`config.mk`:
```
export PLATFORM = sky130hd
export DESIGN_NAME = regfile_sb
export DESIGN_NICKNAME = d
export VERILOG_FILES = /design/src/rtl/regfile_sb.sv
export SDC_FILE = /design/constraint.sdc
export NUM_CORES = 2
export LEC_CHECK = 0
export CAP_MARGIN = 10
export CORE_ASPECT_RATIO = 1.1
export CORE_MARGIN = 2
export CORE_UTILIZATION = 63
export DETAILED_ROUTE_END_ITERATION = 12
export GPL_ROUTABILITY_DRIVEN = 1
export PLACE_DENSITY = 0.81
export SYNTH_ARGS = -nofsm -noshare
export SYNTH_HDL_FRONTEND = slang
export SYNTH_SLANG_ARGS = --single-unit
```
`constraint.sdc`:
```
create_clock -name clk -period 5.6 [get_ports clk]
set_clock_uncertainty 0.15 [all_clocks]
set_input_delay 0.56 -clock clk [delete_from_list [all_inputs] [get_ports clk]]
set_output_delay 0.56 -clock clk [all_outputs]
set_load 0.05 [all_outputs]
```
`src/rtl/regfile_sb.sv`:
```
`default_nettype none
// ============================================================================
// Module      : regfile_sb
// Description : Parametrised register file with N combinational read ports,
//               optional write-to-read bypass, asynchronous clear and a
//               per-register busy scoreboard for decode-stage RAW stalls.
//               Register 0 is hardwired to zero and is never busy.
// Revision    : 1.0 - initial release
// ============================================================================
module regfile_sb #(
  parameter int NUM_REGISTERS = 32,
  parameter int DATA_WIDTH    = 32,
  parameter int NUM_READ      = 2,
  parameter int BYPASS        = 1,
  parameter int ADDR_W        = $clog2(NUM_REGISTERS)
) (
  input  logic                           clk,
  input  logic                           rst_n,
  input  logic [NUM_READ*ADDR_W-1:0]     ra,
  output logic [NUM_READ*DATA_WIDTH-1:0] rd,
  output logic [NUM_READ-1:0]            rbusy,
  input  logic                           we,
  input  logic [ADDR_W-1:0]              wa,
  input  logic [DATA_WIDTH-1:0]          wd,
  input  logic                           iv,
  input  logic [ADDR_W-1:0]              ia,
  output logic [ADDR_W:0]                busy_cnt
);

  logic [DATA_WIDTH-1:0]    regs [NUM_REGISTERS];
  logic [NUM_REGISTERS-1:0] busy;
  logic [NUM_REGISTERS-1:0] busy_nxt;
  logic [ADDR_W:0]          cnt_nxt;

  // Next busy vector: writeback retires the producer, then a same-edge issue
  // re-marks it so the newest producer wins. Register 0 can never be busy.
  always_comb begin
    busy_nxt = busy;
    if (we && (wa != '0)) busy_nxt[wa] = 1'b0;
    if (iv && (ia != '0)) busy_nxt[ia] = 1'b1;
    busy_nxt[0] = 1'b0;
  end

  // Population count of the next busy vector so busy_cnt tracks busy exactly.
  always_comb begin
    cnt_nxt = '0;
    for (int i = 0; i < NUM_REGISTERS; i++) begin
      cnt_nxt = cnt_nxt + (ADDR_W+1)'(busy_nxt[i]);
    end
  end

  // Scoreboard state: busy bits and their count, cleared asynchronously.
  always_ff @(posedge clk or negedge rst_n) begin
    if (!rst_n) begin
      busy     <= '0;
      busy_cnt <= '0;
    end else begin
      busy     <= busy_nxt;
      busy_cnt <= cnt_nxt;
    end
  end

  // Register storage; writes to register 0 are dropped so it stays zero.
  always_ff @(posedge clk or negedge rst_n) begin
    if (!rst_n) begin
      for (int i = 0; i < NUM_REGISTERS; i++) begin
        regs[i] <= '0;
      end
    end else if (we && (wa != '0)) begin
      regs[wa] <= wd;
    end
  end

  // Read ports: zero for register 0, forwarded write data on a bypass hit,
  // otherwise the stored value. Bypass is suppressed while reset is held so
  // every read port shows zero during reset.
  for (genvar k = 0; k < NUM_READ; k++) begin : g_read
    logic [ADDR_W-1:0] addr;
    logic              hit;
    assign addr = ra[k*ADDR_W +: ADDR_W];
    assign hit  = (BYPASS != 0) && rst_n && we && (wa == addr);
    assign rd[k*DATA_WIDTH +: DATA_WIDTH] = (addr == '0) ? '0 :
                                            hit          ? wd : regs[addr];
    assign rbusy[k] = (addr == '0) ? 1'b0 :
                      hit          ? 1'b0 : busy[addr];
  end

endmodule
`default_nettype wire

```
==> results.sh <==
export IMPL_crit_chain="dlymetal6s2s_1 > nor2b_4 > and2_4 > buf_4 > nand2_1 > a21o_1 > inv_1 > fa_1 > inv_2 > fa_1 > fa_1 > fa_1 > inv_1 > fa_1 > inv_1 > fa_1 > inv_2 > fa_2 > inv_2 > fa_2 > a21o_1 > a21oi_2 > xnor2_1"
export IMPL_syn2layout_area_growth_pct=11.2
export IMPL_final_setup_viol_count=0
export IMPL_grt_util_all_layers_pct=37.5
export IMPL_synth_fa_ha_area_share_pct=0.951
export IMPL_arrival_ns=5.75
export IMPL_ys_ff_latch=1061
export IMPL_finalWirelength_um=173000
export IMPL_p_per_area_mw_per_mm2=396
export IMPL_status="complete, no violations"
export IMPL_synth_simple_area_share_pct=2.26
export IMPL_cts_max_path_buffers=3
export IMPL_power_w=0.0254
export IMPL_min_period_ns=5.29
export IMPL_fin_crit_sh_pct=94.5
export IMPL_start_util_pct=63.4
export IMPL_rsz0062_at_grt="no"
export IMPL_grt_antenna_before_repair=3
export IMPL_rows=116
export IMPL_power_leakage_nw=28.1
export IMPL_slew_viol_final=0
export IMPL_synth_xor_area_share_pct=0.224
export IMPL_synth_top_flop_cell="dfrtp_1"
export IMPL_cp_max_fo=5
export IMPL_ir_drop_mv=2.91
export IMPL_synth_edf_count=0
export IMPL_synthMuxAreaShare_pct=41.5
export IMPL_nNetsFinal=4000
export IMPL_drcViolationCount=0
export IMPL_die_h_um=321
export IMPL_cp_slowest_cell="fa_1"
export IMPL_ys_seq_area_share_pct=46.1
export IMPL_critPathMaxStageDelay_ns=0.56
export IMPL_grt_max_degree=166
export IMPL_core_area_sq_mm=0.0909
export IMPL_synth_distinct_cells=63
export IMPL_worstSetupStartpointType="primary input"
export IMPL_ant_nets=0
export IMPL_max_freq_mhz=189
export IMPL_dp_cells=4978
export IMPL_gr_total_overflow=0
export IMPL_cts_tree="built"
export IMPL_combPwrFrac_pct=31.2
export IMPL_yosys_warnings=0
export IMPL_cp_end_kind="flop"
export IMPL_die_area_sq_mm=0.0939
export IMPL_cp_common_cell="fa_1"
export IMPL_io_pins=128
export IMPL_critPathKind="primary input to flop"
export IMPL_pwr_share_clk_pct=28.1
export IMPL_num_vias=38300
export IMPL_slew_headroom_pct=15.5
export IMPL_synth_nets=4011
export IMPL_hp_class="primary input to asynchronous set/reset pin"
export IMPL_pwr_share_seq_pct=40.7
export IMPL_cts_root_buf="clkbuf_16"
export IMPL_intPower_w=0.0176
export IMPL_cts_sinks=1061
export IMPL_synth_compound_area_share_pct=4.96
export IMPL_drive_gt1_share_pct=49.7
export IMPL_fin_cells=5175
export IMPL_drv_cap=0
export IMPL_syn_area_sq_mm=0.0576
export IMPL_port_buffers=127
export IMPL_gp_congestion=0.921
export IMPL_clk_latency_ns=0.69
export IMPL_dpl_hpwl_um=96300
export IMPL_switching_share_pct=30.7
export IMPL_drt_iter0_drc=4403
export IMPL_grt_pass1_vias=39900
export IMPL_syn_avg_cell_area_sq_um=14.7
export IMPL_ys_async_sr_fraction_pct=100
export IMPL_cts_made_buffers=108
export IMPL_tightest_slew_ns=1.26
export IMPL_hold_violations=0
export IMPL_synthTopCellsByArea="dfrtp_1 46%, mux2_2 20%, mux4_2 19%"
export IMPL_p_switching_w=0.00778
export IMPL_synth_largest_area_cell="dfrtp_1"
export IMPL_clkTransAtPathRegs_ns=0.06
export IMPL_drt_pass1_iter_count=6
export IMPL_wl_per_cell_um=33.4
export IMPL_synth_top_family_by_area="multiplexers"
export IMPL_crit_required_ns=6.06
export IMPL_yosysTopAreaCellShare_pct=46.1
export IMPL_syn_inst=3925
export IMPL_grt_pass1_wl_um=258000
export IMPL_h_tree_depth=3
export IMPL_die_x_um=292
export IMPL_vias_per_cell=7.40
power by group through the flow:
| stage | Sequential (W) | Clock (W) | Combinational (W) |
|---|---|---|---|
| after floorplan | 0.0101 | 0 | 0.00583 |
| after global placement | 0.0103 | 0 | 0.00760 |
| after detailed placement | 0.0104 | 0 | 0.00794 |
| after CTS | 0.0103 | 0.00717 | 0.00793 |
| after global routing | 0.0105 | 0.00750 | 0.00869 |
| final | 0.0103 | 0.00713 | 0.00792 |
layout make-up:
cell class / count / area (sq um)
Clock inverter: 20 / 248
Multi-Input combinational cell: 2369 / 29100
Clock buffer: 168 / 3180
Sequential cell: 1061 / 26600
Tap cell: 1180 / 1480
Inverter: 54 / 203
Fill cell: 5957 / 26800
Timing Repair Buffer: 320 / 3350
Antenna cell: 3 / 7.51
layout by cell type, fill, tap and decap left out, types with 50 or more instances in the layout:
| master | synthesis | routed |
|---|---|---|
| buf_4 | 26 | 197 |
| nand2_1 | 94 | 72 |
| o22ai_1 | 79 | 78 |
| dfrtp_1 | 1061 | 1061 |
| clkbuf_16 | 0 | 110 |
| buf_12 | 0 | 58 |
| mux4_2 | 482 | 482 |
| mux2_2 | 998 | 998 |
| inv_1 | 53 | 50 |
| mux2i_1 | 180 | 180 |
per-layer routing:
layer,vias to the layer above,track usage [%],part of all wire [%]
met1,20400,50.5,37
met4,2,19.3,5.5
met5,-,0,0.022
met2,2297,57.5,46
li1,15100,-,-
met3,548,8.99,11
worst max-delay path: cells and delay by family:
kind | cells | cell delay [ns]
and+or+nand+nor | 3 | 0.33
xor gates and xnor gates | 1 | 0.12
AOI/OAI and AO/OA | 3 | 0.43
adders and majority gates | 8 | 3.57
buffers and inverters | 8 | 0.74
repair_timing:
| action | 4_1_cts | 5_1_grt |
|---|---|---|
| gates cloned | 0 | 1 |
| pin swaps | 0 | 17 |
| hold buffers | 1 | 0 |
| resized for setup | 2 | 32 |
| endpoints found under the hold margin | 19 | 0 |
| setup buffers | 0 | 4 |
| setup endpoints to repair | 1 | 5 |
cell families (layout without fill, tap and decap cells):
logic type	Yosys count	count (layout)
buf+inv	495	562
other cells	0	3
simple gates	262	262
xor+xnor	13	13
mux	1660	1660
fa+ha+maj	30	30
flops	1061	1061
compound gates	404	404
Yosys cell counts, types with 23 or more instances:
master / n
o21ai_0: 42
clkbuf_1: 169
a21oi_1: 42
inv_1: 53
dfrtp_1: 1061
a22oi_1: 49
buf_2: 171
nor2b_1: 23
o22ai_1: 79
mux2_2: 998
buf_1: 55
nand2_1: 94
mux4_2: 482
a22o_1: 39
nor2_1: 47
a211oi_1: 48
mux2i_1: 180
fa_1: 23
buf_4: 26
final timing paths:
check | from | endpoint | slack [ns] | cells after the start
max | wa[0] | busy_cnt[4] | 0.31 | 23
min | rst_n | regs[71] | 0.18 | 2
max in group asynchronous | rst_n | regs[506] | 2.20 | 5
min reg2reg | regs[1021] | regs[1021] | 0.25 | 0
min in group clk | ia[0] | busy[26] | 0.21 | 4
max reg2reg | busy[14] | busy_cnt[4] | 0.50 | 18
state kept, by name, summed over array words and instances (netlist names):
name / flops
busy: 31
busy_cnt: 6
regs: 1024
per-stage QoR:
step	area, sq um	util (%)	setup WS (ns)	hold slack, ns	setup TNS (ns)
6_report	64100	70.5	0.308	0.182	0
5_1_grt	64100	70.5	0.0876	0.197	0
4_1_cts	63900	70.3	0.00151	0.165	0
3_5_place_dp	60500	66.6	-0.814	0.233	-4.09
3_3_place_gp	60500	66.6	-0.793	0.226	-3.85
2_1_floorplan	57800	-	-0.228	0.114	-0.484
Power figures use the tool's default switching activity.
